[config.mk]
export PLATFORM = sky130hd
export DESIGN_NAME = coin_acceptor
export DESIGN_NICKNAME = d
export VERILOG_FILES = /design/src/rtl/coin_pkg.sv /design/src/rtl/coin_debounce.sv /design/src/rtl/coin_acceptor.sv
export SDC_FILE = /design/constraint.sdc
export NUM_CORES = 1
export LEC_CHECK = 0
export ABC_AREA = 1
export BUFFER_PORTS_ARGS = -buffer_cell sky130_fd_sc_hd__buf_4
export CAP_MARGIN = 25
export CORE_MARGIN = 4
export CORE_UTILIZATION = 55
export CTS_BUF_LIST = sky130_fd_sc_hd__clkbuf_8
export CTS_CLUSTER_DIAMETER = 40
export DETAILED_ROUTE_END_ITERATION = 10
export GPL_ROUTABILITY_DRIVEN = 0
export PLACE_DENSITY = 0.71
export SLEW_MARGIN = 20
export SYNTH_ARGS = -nofsm -noshare
export SYNTH_HDL_FRONTEND = slang
export SYNTH_SLANG_ARGS = --single-unit
[constraint.sdc]
create_clock -name clk -period 8.31 [get_ports clk]
set_clock_uncertainty 0.1 [all_clocks]
set_input_delay 1.2465 -clock clk [delete_from_list [all_inputs] [get_ports clk]]
set_output_delay 1.2465 -clock clk [all_outputs]
set_load 0.02 [all_outputs]
[src/rtl/coin_pkg.sv]
// ============================================================================
// Module  : coin_pkg
// Brief   : Shared types and coin values for the coin acceptor and vending machine.
// Revision: 1.0  initial release
// ============================================================================
`default_nettype none

package coin_pkg;

    typedef enum logic [1:0] {
        IDLE   = 2'd0,
        DEB_HI = 2'd1,
        HELD   = 2'd2,
        DEB_LO = 2'd3
    } chute_state_t;

    typedef enum logic [1:0] {
        COIN_NICKEL  = 2'd0,
        COIN_DIME    = 2'd1,
        COIN_QUARTER = 2'd2
    } coin_idx_t;

    localparam int NUM_CHUTES    = 3;
    localparam int NICKEL_CENTS  = 5;
    localparam int DIME_CENTS    = 10;
    localparam int QUARTER_CENTS = 25;

endpackage

`default_nettype wire

[src/rtl/coin_debounce.sv]
// ============================================================================
// Module  : coin_debounce
// Brief   : Synchronizer, debounce FSM and jam timer for a single coin chute.
// Revision: 1.0  initial release
// ============================================================================
`default_nettype none

module coin_debounce
    import coin_pkg::*;
#(
    parameter int DEBOUNCE_CYCLES = 4,
    parameter int JAM_CYCLES      = 1000
) (
    input  logic clk,
    input  logic rst,
    input  logic i_raw,
    output logic o_event,
    output logic o_jam_flag
);

    localparam logic [7:0]  c_DEB_LAST = 8'(DEBOUNCE_CYCLES - 1);
    localparam logic [15:0] c_JAM_MAX  = 16'(JAM_CYCLES);

    logic [1:0]   r_sync;
    logic         w_s;
    chute_state_t r_state;
    chute_state_t w_state_nxt;
    logic [7:0]   r_cnt;
    logic [7:0]   w_cnt_nxt;
    logic [15:0]  r_hold;
    logic [15:0]  w_hold_nxt;
    logic [15:0]  w_hold_inc;
    logic         r_event;
    logic         w_event_nxt;

    assign w_s        = r_sync[1];
    assign w_hold_inc = (r_hold == c_JAM_MAX) ? r_hold : r_hold + 16'd1;

    always_ff @(posedge clk or posedge rst) begin
        if (rst) begin
            r_sync  <= 2'b00;
            r_state <= IDLE;
            r_cnt   <= 8'd0;
            r_hold  <= 16'd0;
            r_event <= 1'b0;
        end else begin
            r_sync  <= {r_sync[0], i_raw};
            r_state <= w_state_nxt;
            r_cnt   <= w_cnt_nxt;
            r_hold  <= w_hold_nxt;
            r_event <= w_event_nxt;
        end
    end

    // The hold timer keeps running through DEB_LO so a bouncing release
    // cannot reset an in-progress jam.
    always_comb begin
        w_state_nxt = r_state;
        w_cnt_nxt   = r_cnt;
        w_hold_nxt  = r_hold;
        w_event_nxt = 1'b0;
        case (r_state)
            IDLE: begin
                w_hold_nxt = 16'd0;
                if (w_s) begin
                    w_state_nxt = DEB_HI;
                    w_cnt_nxt   = 8'd1;
                end
            end
            DEB_HI: begin
                if (!w_s) begin
                    w_state_nxt = IDLE;
                end else if (r_cnt == c_DEB_LAST) begin
                    w_state_nxt = HELD;
                    w_event_nxt = 1'b1;
                    w_hold_nxt  = 16'd0;
                end else begin
                    w_cnt_nxt = r_cnt + 8'd1;
                end
            end
            HELD: begin
                w_hold_nxt = w_hold_inc;
                if (!w_s) begin
                    w_state_nxt = DEB_LO;
                    w_cnt_nxt   = 8'd1;
                end
            end
            DEB_LO: begin
                w_hold_nxt = w_hold_inc;
                if (w_s) begin
                    w_state_nxt = HELD;
                end else if (r_cnt == c_DEB_LAST) begin
                    w_state_nxt = IDLE;
                    w_hold_nxt  = 16'd0;
                end else begin
                    w_cnt_nxt = r_cnt + 8'd1;
                end
            end
            default: begin
                w_state_nxt = IDLE;
            end
        endcase
    end

    assign o_event    = r_event;
    assign o_jam_flag = (r_hold == c_JAM_MAX);

endmodule

`default_nettype wire

[src/rtl/coin_acceptor.sv]
// ============================================================================
// Module  : coin_acceptor
// Brief   : Three debounced coin chutes arbitrated into single-cycle strobes.
// Revision: 1.0  initial release
// ============================================================================
`default_nettype none

module coin_acceptor
    import coin_pkg::*;
#(
    parameter int DEBOUNCE_CYCLES = 4,
    parameter int JAM_CYCLES      = 1000
) (
    input  logic clk,
    input  logic reset,
    input  logic raw_nickel,
    input  logic raw_dime,
    input  logic raw_quarter,
    input  logic accept_en,
    output logic nickel,
    output logic dime,
    output logic quarter,
    output logic return_coin,
    output logic jam
);

    logic [NUM_CHUTES-1:0] w_raw;
    logic [NUM_CHUTES-1:0] w_events;
    logic [NUM_CHUTES-1:0] w_jam;
    logic                  w_any;
    logic                  w_single;
    logic                  w_accept;

    assign w_raw = {raw_quarter, raw_dime, raw_nickel};

    for (genvar i = 0; i < NUM_CHUTES; i++) begin : g_chute
        coin_debounce #(
            .DEBOUNCE_CYCLES(DEBOUNCE_CYCLES),
            .JAM_CYCLES     (JAM_CYCLES)
        ) u_deb (
            .clk       (clk),
            .rst       (reset),
            .i_raw     (w_raw[i]),
            .o_event   (w_events[i]),
            .o_jam_flag(w_jam[i])
        );
    end

    // Simultaneous events are ambiguous: refund rather than guess a value.
    assign w_any    = |w_events;
    assign w_single = w_any && ((w_events & (w_events - 3'd1)) == 3'd0);
    assign w_accept = w_single && accept_en;

    always_ff @(posedge clk or posedge reset) begin
        if (reset) begin
            nickel      <= 1'b0;
            dime        <= 1'b0;
            quarter     <= 1'b0;
            return_coin <= 1'b0;
            jam         <= 1'b0;
        end else begin
            nickel      <= w_accept && w_events[COIN_NICKEL];
            dime        <= w_accept && w_events[COIN_DIME];
            quarter     <= w_accept && w_events[COIN_QUARTER];
            return_coin <= w_any && !w_accept;
            jam         <= |w_jam;
        end
    end

endmodule

`default_nettype wire

==> flow_summary.html <==
<table>
<tr><th>Metric</th><th>Value</th></tr>
<tr><th colspan="2">Status</th></tr>
<tr><td>Result of the run</td><td>completed</td></tr>
<tr><th colspan="2">Logic synthesis</th></tr>
<tr><td>Synth Instances</td><td>719</td></tr>
<tr><td>Post-Synthesis Mean Instance Area</td><td>7.37 um^2</td></tr>
<tr><td>#FFs+latches synth</td><td>92</td></tr>
<tr><td>Post-synth top cells</td><td>sky130_fd_sc_hd__nand2_1 (181), sky130_fd_sc_hd__inv_1 (104), sky130_fd_sc_hd__dfrtp_1 (92)</td></tr>
<tr><td>Adder and majority cell fraction of the synthesized area</td><td>0.0213</td></tr>
<tr><td>Top post-synthesis cells by area</td><td>sky130_fd_sc_hd__dfrtp_1 (43%), sky130_fd_sc_hd__nand2_1 (13%), sky130_fd_sc_hd__inv_1 (7.4%)</td></tr>
<tr><td>Most area-hungry cell type in the Yosys netlist</td><td>sky130_fd_sc_hd__dfrtp_1</td></tr>
<tr><td>Post-synthesis mux area share</td><td>0</td></tr>
<tr><td>Top cell type's share of synthesized area</td><td>0.434</td></tr>
<tr><td>Predominant post-synthesis flop cell</td><td>sky130_fd_sc_hd__dfrtp_1</td></tr>
<tr><td>Main combinational cell family by area after synthesis</td><td>simple AND/OR/NAND/NOR gates</td></tr>
<tr><td>Most numerous cell in the Yosys netlist</td><td>sky130_fd_sc_hd__nand2_1</td></tr>
<tr><td>Ys async rst share</td><td>1.00</td></tr>
<tr><td>Simple-gate share of the synthesized area</td><td>0.331</td></tr>
<tr><td>Share of the synthesized area in compound gates (AO/OA/AOI/OAI)</td><td>0.0904</td></tr>
<tr><td>Number of enable-type register cells in the synthesized netlist</td><td>0</td></tr>
<tr><td>YS warnings</td><td>0</td></tr>
<tr><td>Register area share after synthesis</td><td>0.434</td></tr>
<tr><td>Area of the mapped netlist</td><td>5300 um^2</td></tr>
<tr><td>Net count after synthesis</td><td>734</td></tr>
<tr><td>Post-Synth XOR/XNOR Area</td><td>0.0264</td></tr>
<tr><td>Count of unique library cells instantiated by Yosys</td><td>33</td></tr>
<tr><th colspan="2">Global route</th></tr>
<tr><td>First-pass GRT wire length</td><td>18.3 mm</td></tr>
<tr><td>Initial antenna violation count</td><td>0</td></tr>
<tr><td>Grt total ovfl</td><td>0</td></tr>
<tr><td>Maximum number of pins on one net before global-route repair</td><td>54</td></tr>
<tr><td>Number of global-route vias before repair</td><td>4,197</td></tr>
<tr><td>Aggregate global-route resource usage</td><td>0.195</td></tr>
<tr><th colspan="2">Floorplan</th></tr>
<tr><td>Area of the die</td><td>11,300 um^2</td></tr>
<tr><td>Width of the chip</td><td>106 um</td></tr>
<tr><td>Starting Density</td><td>0.568</td></tr>
<tr><td>I/O pin count</td><td>11</td></tr>
<tr><td>Placeable Area</td><td>9330 um^2</td></tr>
<tr><td>Site row count</td><td>35</td></tr>
<tr><td>Vertical die dimension</td><td>106 um</td></tr>
<tr><th colspan="2">Critical path</th></tr>
<tr><td>Kind of capture point of the worst setup path</td><td>output pin</td></tr>
<tr><td>Setup Crit Path Kind</td><td>reg2out</td></tr>
<tr><td>Cell family with the largest share of critical-path delay</td><td>flip-flops</td></tr>
<tr><td>Endpoint of the worst register-to-register path</td><td>g_chute[2].u_deb.r_hold[2]$_DFFE_PP0P_</td></tr>
<tr><td>Critical Path AT</td><td>890 ps</td></tr>
<tr><td>Crit path launch type</td><td>register</td></tr>
<tr><td>Required time at the endpoint of the critical path</td><td>6960 ps</td></tr>
<tr><td>Critical path buffers and inverters</td><td>1</td></tr>
<tr><td>Largest driver fanout on the critical path</td><td>1</td></tr>
<tr><td>Stage delay of the slowest cell on the critical path</td><td>380 ps</td></tr>
<tr><td>Worst R2R Setup Slack</td><td>6240 ps</td></tr>
<tr><td>Max stage delay cell, worst path</td><td>sky130_fd_sc_hd__dfrtp_1</td></tr>
<tr><td>Startpoint of the worst register-to-register path</td><td>g_chute[2].u_deb.r_cnt[0]$_DFFE_PP0P_</td></tr>
<tr><td>Cells along the critical path</td><td>buf_4</td></tr>
<tr><td>Number of cells on the worst reg-to-reg path</td><td>8</td></tr>
<tr><th colspan="2">STA</th></tr>
<tr><td>Actual transition at the worst max-transition pin</td><td>679 ps</td></tr>
<tr><td>Final hold vios</td><td>0</td></tr>
<tr><td>RSZ-0062 raised after global routing</td><td>false</td></tr>
<tr><td>Final hold slack</td><td>259 ps</td></tr>
<tr><td>Final sum of negative setup slack</td><td>0 ps</td></tr>
<tr><td>Fmax</td><td>0.447 GHz</td></tr>
<tr><td>Final number of max-transition violations</td><td>0</td></tr>
<tr><td>Final period demand of the worst path</td><td>2230 ps</td></tr>
<tr><td>Final setup violation count</td><td>0</td></tr>
<tr><td>Final period util</td><td>0.269</td></tr>
<tr><td>Worst rel slew slack</td><td>0.547</td></tr>
<tr><th colspan="2">Routing</th></tr>
<tr><td>Vias</td><td>4,531</td></tr>
<tr><td>Via-to-Cell Ratio</td><td>5.23</td></tr>
<tr><td>First-pass detailed-route iteration total</td><td>5</td></tr>
<tr><td>Number of DRC violations after detailed routing</td><td>0</td></tr>
<tr><td>Avg WL per Cell</td><td>12.0 um</td></tr>
<tr><td>Wire length after detailed routing</td><td>10.4 mm</td></tr>
<tr><td>Iteration-0 DRC count of the detailed router</td><td>238</td></tr>
<tr><td>Count of antenna-violating nets left after detailed routing</td><td>0</td></tr>
<tr><th colspan="2">Min path</th></tr>
<tr><td>Class of the worst hold path</td><td>reg2reg</td></tr>
<tr><td>WHS Endpoint</td><td>g_chute[1].u_deb.r_sync[1]$_DFF_PP0_</td></tr>
<tr><td>Hold Path Stages</td><td>0</td></tr>
<tr><td>Worst Hold Launch</td><td>g_chute[1].u_deb.r_sync[0]$_DFF_PP0_</td></tr>
<tr><th colspan="2">Clocking</th></tr>
<tr><td>Number of sinks handled by clock tree synthesis</td><td>92</td></tr>
<tr><td>Depth of the CTS H-tree</td><td>3</td></tr>
<tr><td>Cell at the root of the clock tree</td><td>sky130_fd_sc_hd__clkbuf_8</td></tr>
<tr><td>Clock slew at reported path FFs</td><td>90 ps</td></tr>
<tr><td>Clock insertion delay at the later pin of the skew report</td><td>360 ps</td></tr>
<tr><td># resized after CTS</td><td>0</td></tr>
<tr><td>Buffers inserted during post-CTS setup optimization</td><td>0</td></tr>
<tr><td>Clock tree from TritonCTS</td><td>done</td></tr>
<tr><td>CTS buffer count</td><td>9</td></tr>
<tr><td>Number of hold buffers added after cts</td><td>0</td></tr>
<tr><td>Maximum clock path buffer count</td><td>2</td></tr>
<tr><th colspan="2">Place</th></tr>
<tr><td>Half-perimeter wire length after detailed placement</td><td>7.47 mm</td></tr>
<tr><td>Number of cells after detailed placement</td><td>850</td></tr>
<tr><td>Placement Cell Area</td><td>5480 um^2</td></tr>
<tr><td>Port bufs</td><td>10</td></tr>
<tr><th colspan="2">Power</th></tr>
<tr><td>Leakage power of the design</td><td>2.79 nW</td></tr>
<tr><td>Total power density per cell area</td><td>235 nW/um^2</td></tr>
<tr><td>Maximum vdd ir drop</td><td>127 uV</td></tr>
<tr><th colspan="2">Cells and area</th></tr>
<tr><td>Final Cell Area</td><td>5690 um^2</td></tr>
<tr><td># nets final</td><td>747</td></tr>
<tr><td>Count of antenna diodes in the layout</td><td>0</td></tr>
<tr><td>Area growth from synthesis to layout</td><td>7.46%</td></tr>
<tr><td>Layout cell share with drive strength beyond 1</td><td>0.100</td></tr>
<tr><td>Filler-free cell count of the finished design</td><td>866</td></tr>
<tr><td>Filler cells</td><td>874</td></tr>
<tr><th colspan="2">Flow run</th></tr>
<tr><td>Number of max-capacitance violations reported</td><td>0</td></tr>
</table>
==> cell families after synthesis <==
logic type	Yosys count
flops	92
simple gates	393
xor+xnor	16
fa+ha+maj	9
compound gates	84
buf+inv	125
==> layout by cell type, fill, tap and decap left out, types with 2 or more instances in the layout <==
| master | instances |
|---|---|
| sky130_fd_sc_hd__buf_4 | 11 |
| sky130_fd_sc_hd__inv_1 | 103 |
| sky130_fd_sc_hd__o211ai_1 | 15 |
| sky130_fd_sc_hd__nor2_2 | 12 |
| sky130_fd_sc_hd__nand4_1 | 22 |
| sky130_fd_sc_hd__nand3_1 | 64 |
| sky130_fd_sc_hd__nand2_1 | 181 |
| sky130_fd_sc_hd__clkinvlp_4 | 2 |
| sky130_fd_sc_hd__nor3_1 | 13 |
| sky130_fd_sc_hd__dfrtp_1 | 92 |
| sky130_fd_sc_hd__o21ai_1 | 9 |
| sky130_fd_sc_hd__o31ai_1 | 3 |
| sky130_fd_sc_hd__o21ai_0 | 40 |
| sky130_fd_sc_hd__or2_2 | 5 |
| sky130_fd_sc_hd__nand3_2 | 2 |
| sky130_fd_sc_hd__inv_2 | 11 |
| sky130_fd_sc_hd__clkinv_2 | 2 |
| sky130_fd_sc_hd__nor2_4 | 3 |
| sky130_fd_sc_hd__nor2_1 | 78 |
| sky130_fd_sc_hd__a21oi_1 | 11 |
| sky130_fd_sc_hd__clkbuf_8 | 11 |
| sky130_fd_sc_hd__xnor2_1 | 4 |
| sky130_fd_sc_hd__nand3b_1 | 2 |
| sky130_fd_sc_hd__nand2_2 | 9 |
| sky130_fd_sc_hd__a31oi_1 | 2 |
| sky130_fd_sc_hd__xor2_1 | 12 |
| sky130_fd_sc_hd__ha_1 | 9 |
==> power breakdown <==
group,internal (mW),switching (mW)
sequential,0.509,0.0783
clock,0.156,0.160
combinational,0.128,0.305
total,0.793,0.543
==> state kept, by name, indices dropped and copies added, names as in the netlist, named ones only <==
signal and flops:
g_chute.u_deb.o_event 3, quarter 1, return_coin 1, g_chute.u_deb.r_state 3, nickel 1, dime 1, g_chute.u_deb.r_sync 6, jam 1
g_chute.u_deb.r_hold 48, g_chute.u_deb.r_cnt 24
==> layer usage <==
| layer | routed length, um | part of all wire | track usage | vias to the layer above |
|---|---|---|---|---|
| li1 | - | - | - | 2329 |
| met1 | 5190 | 0.50 | 0.273 | 2138 |
| met2 | 4800 | 0.46 | 0.313 | 51 |
| met3 | 249 | 0.024 | 0.0298 | 13 |
| met4 | 139 | 0.013 | 0.0629 | 0 |
| met5 | 0 | 0 | 0 | - |
==> how the worst max path moves through the flow <==
stage | from | end | slack (ps) | depth (start not counted)
2_1_floorplan | reset | async pin | 4570 | 1
3_3_place_gp | reset | g_chute[2].u_deb.r_hold[11]$_DFFE_PP0P_ | 5700 | 3
3_5_place_dp | reset | g_chute[2].u_deb.r_hold[7]$_DFFE_PP0P_ | 5920 | 4
4_1_cts | nickel$_DFF_PP0_ | nickel | 6060 | 1
5_1_grt | quarter$_DFF_PP0_ | quarter | 6040 | 1
6_report | nickel$_DFF_PP0_ | nickel | 6080 | 1
==> cell type report <==
cell class	count	area (um^2)	share of cell area
inverter	115	433	0.0760
clock inverter	5	58.8	0.0103
sequential	92	2300	0.404
timing repair buffer	12	103	0.0180
tap	129	161	0.0283
clock buffer	11	151	0.0266
multi-input combinational	502	2480	0.436
==> through the flow <==
| stage | utilization | setup slack (ps) | total power [mW] |
|---|---|---|---|
| detailed placement | 0.588 | 5920 | 1.03 |
| global placement | 0.586 | 5700 | 1.01 |
| CTS | 0.610 | 6060 | 1.35 |
| global route | 0.610 | 6040 | 1.44 |
| finish | 0.610 | 6080 | 1.34 |
| floorplan | - | 4570 | 0.953 |
Power figures use the tool's default switching activity.
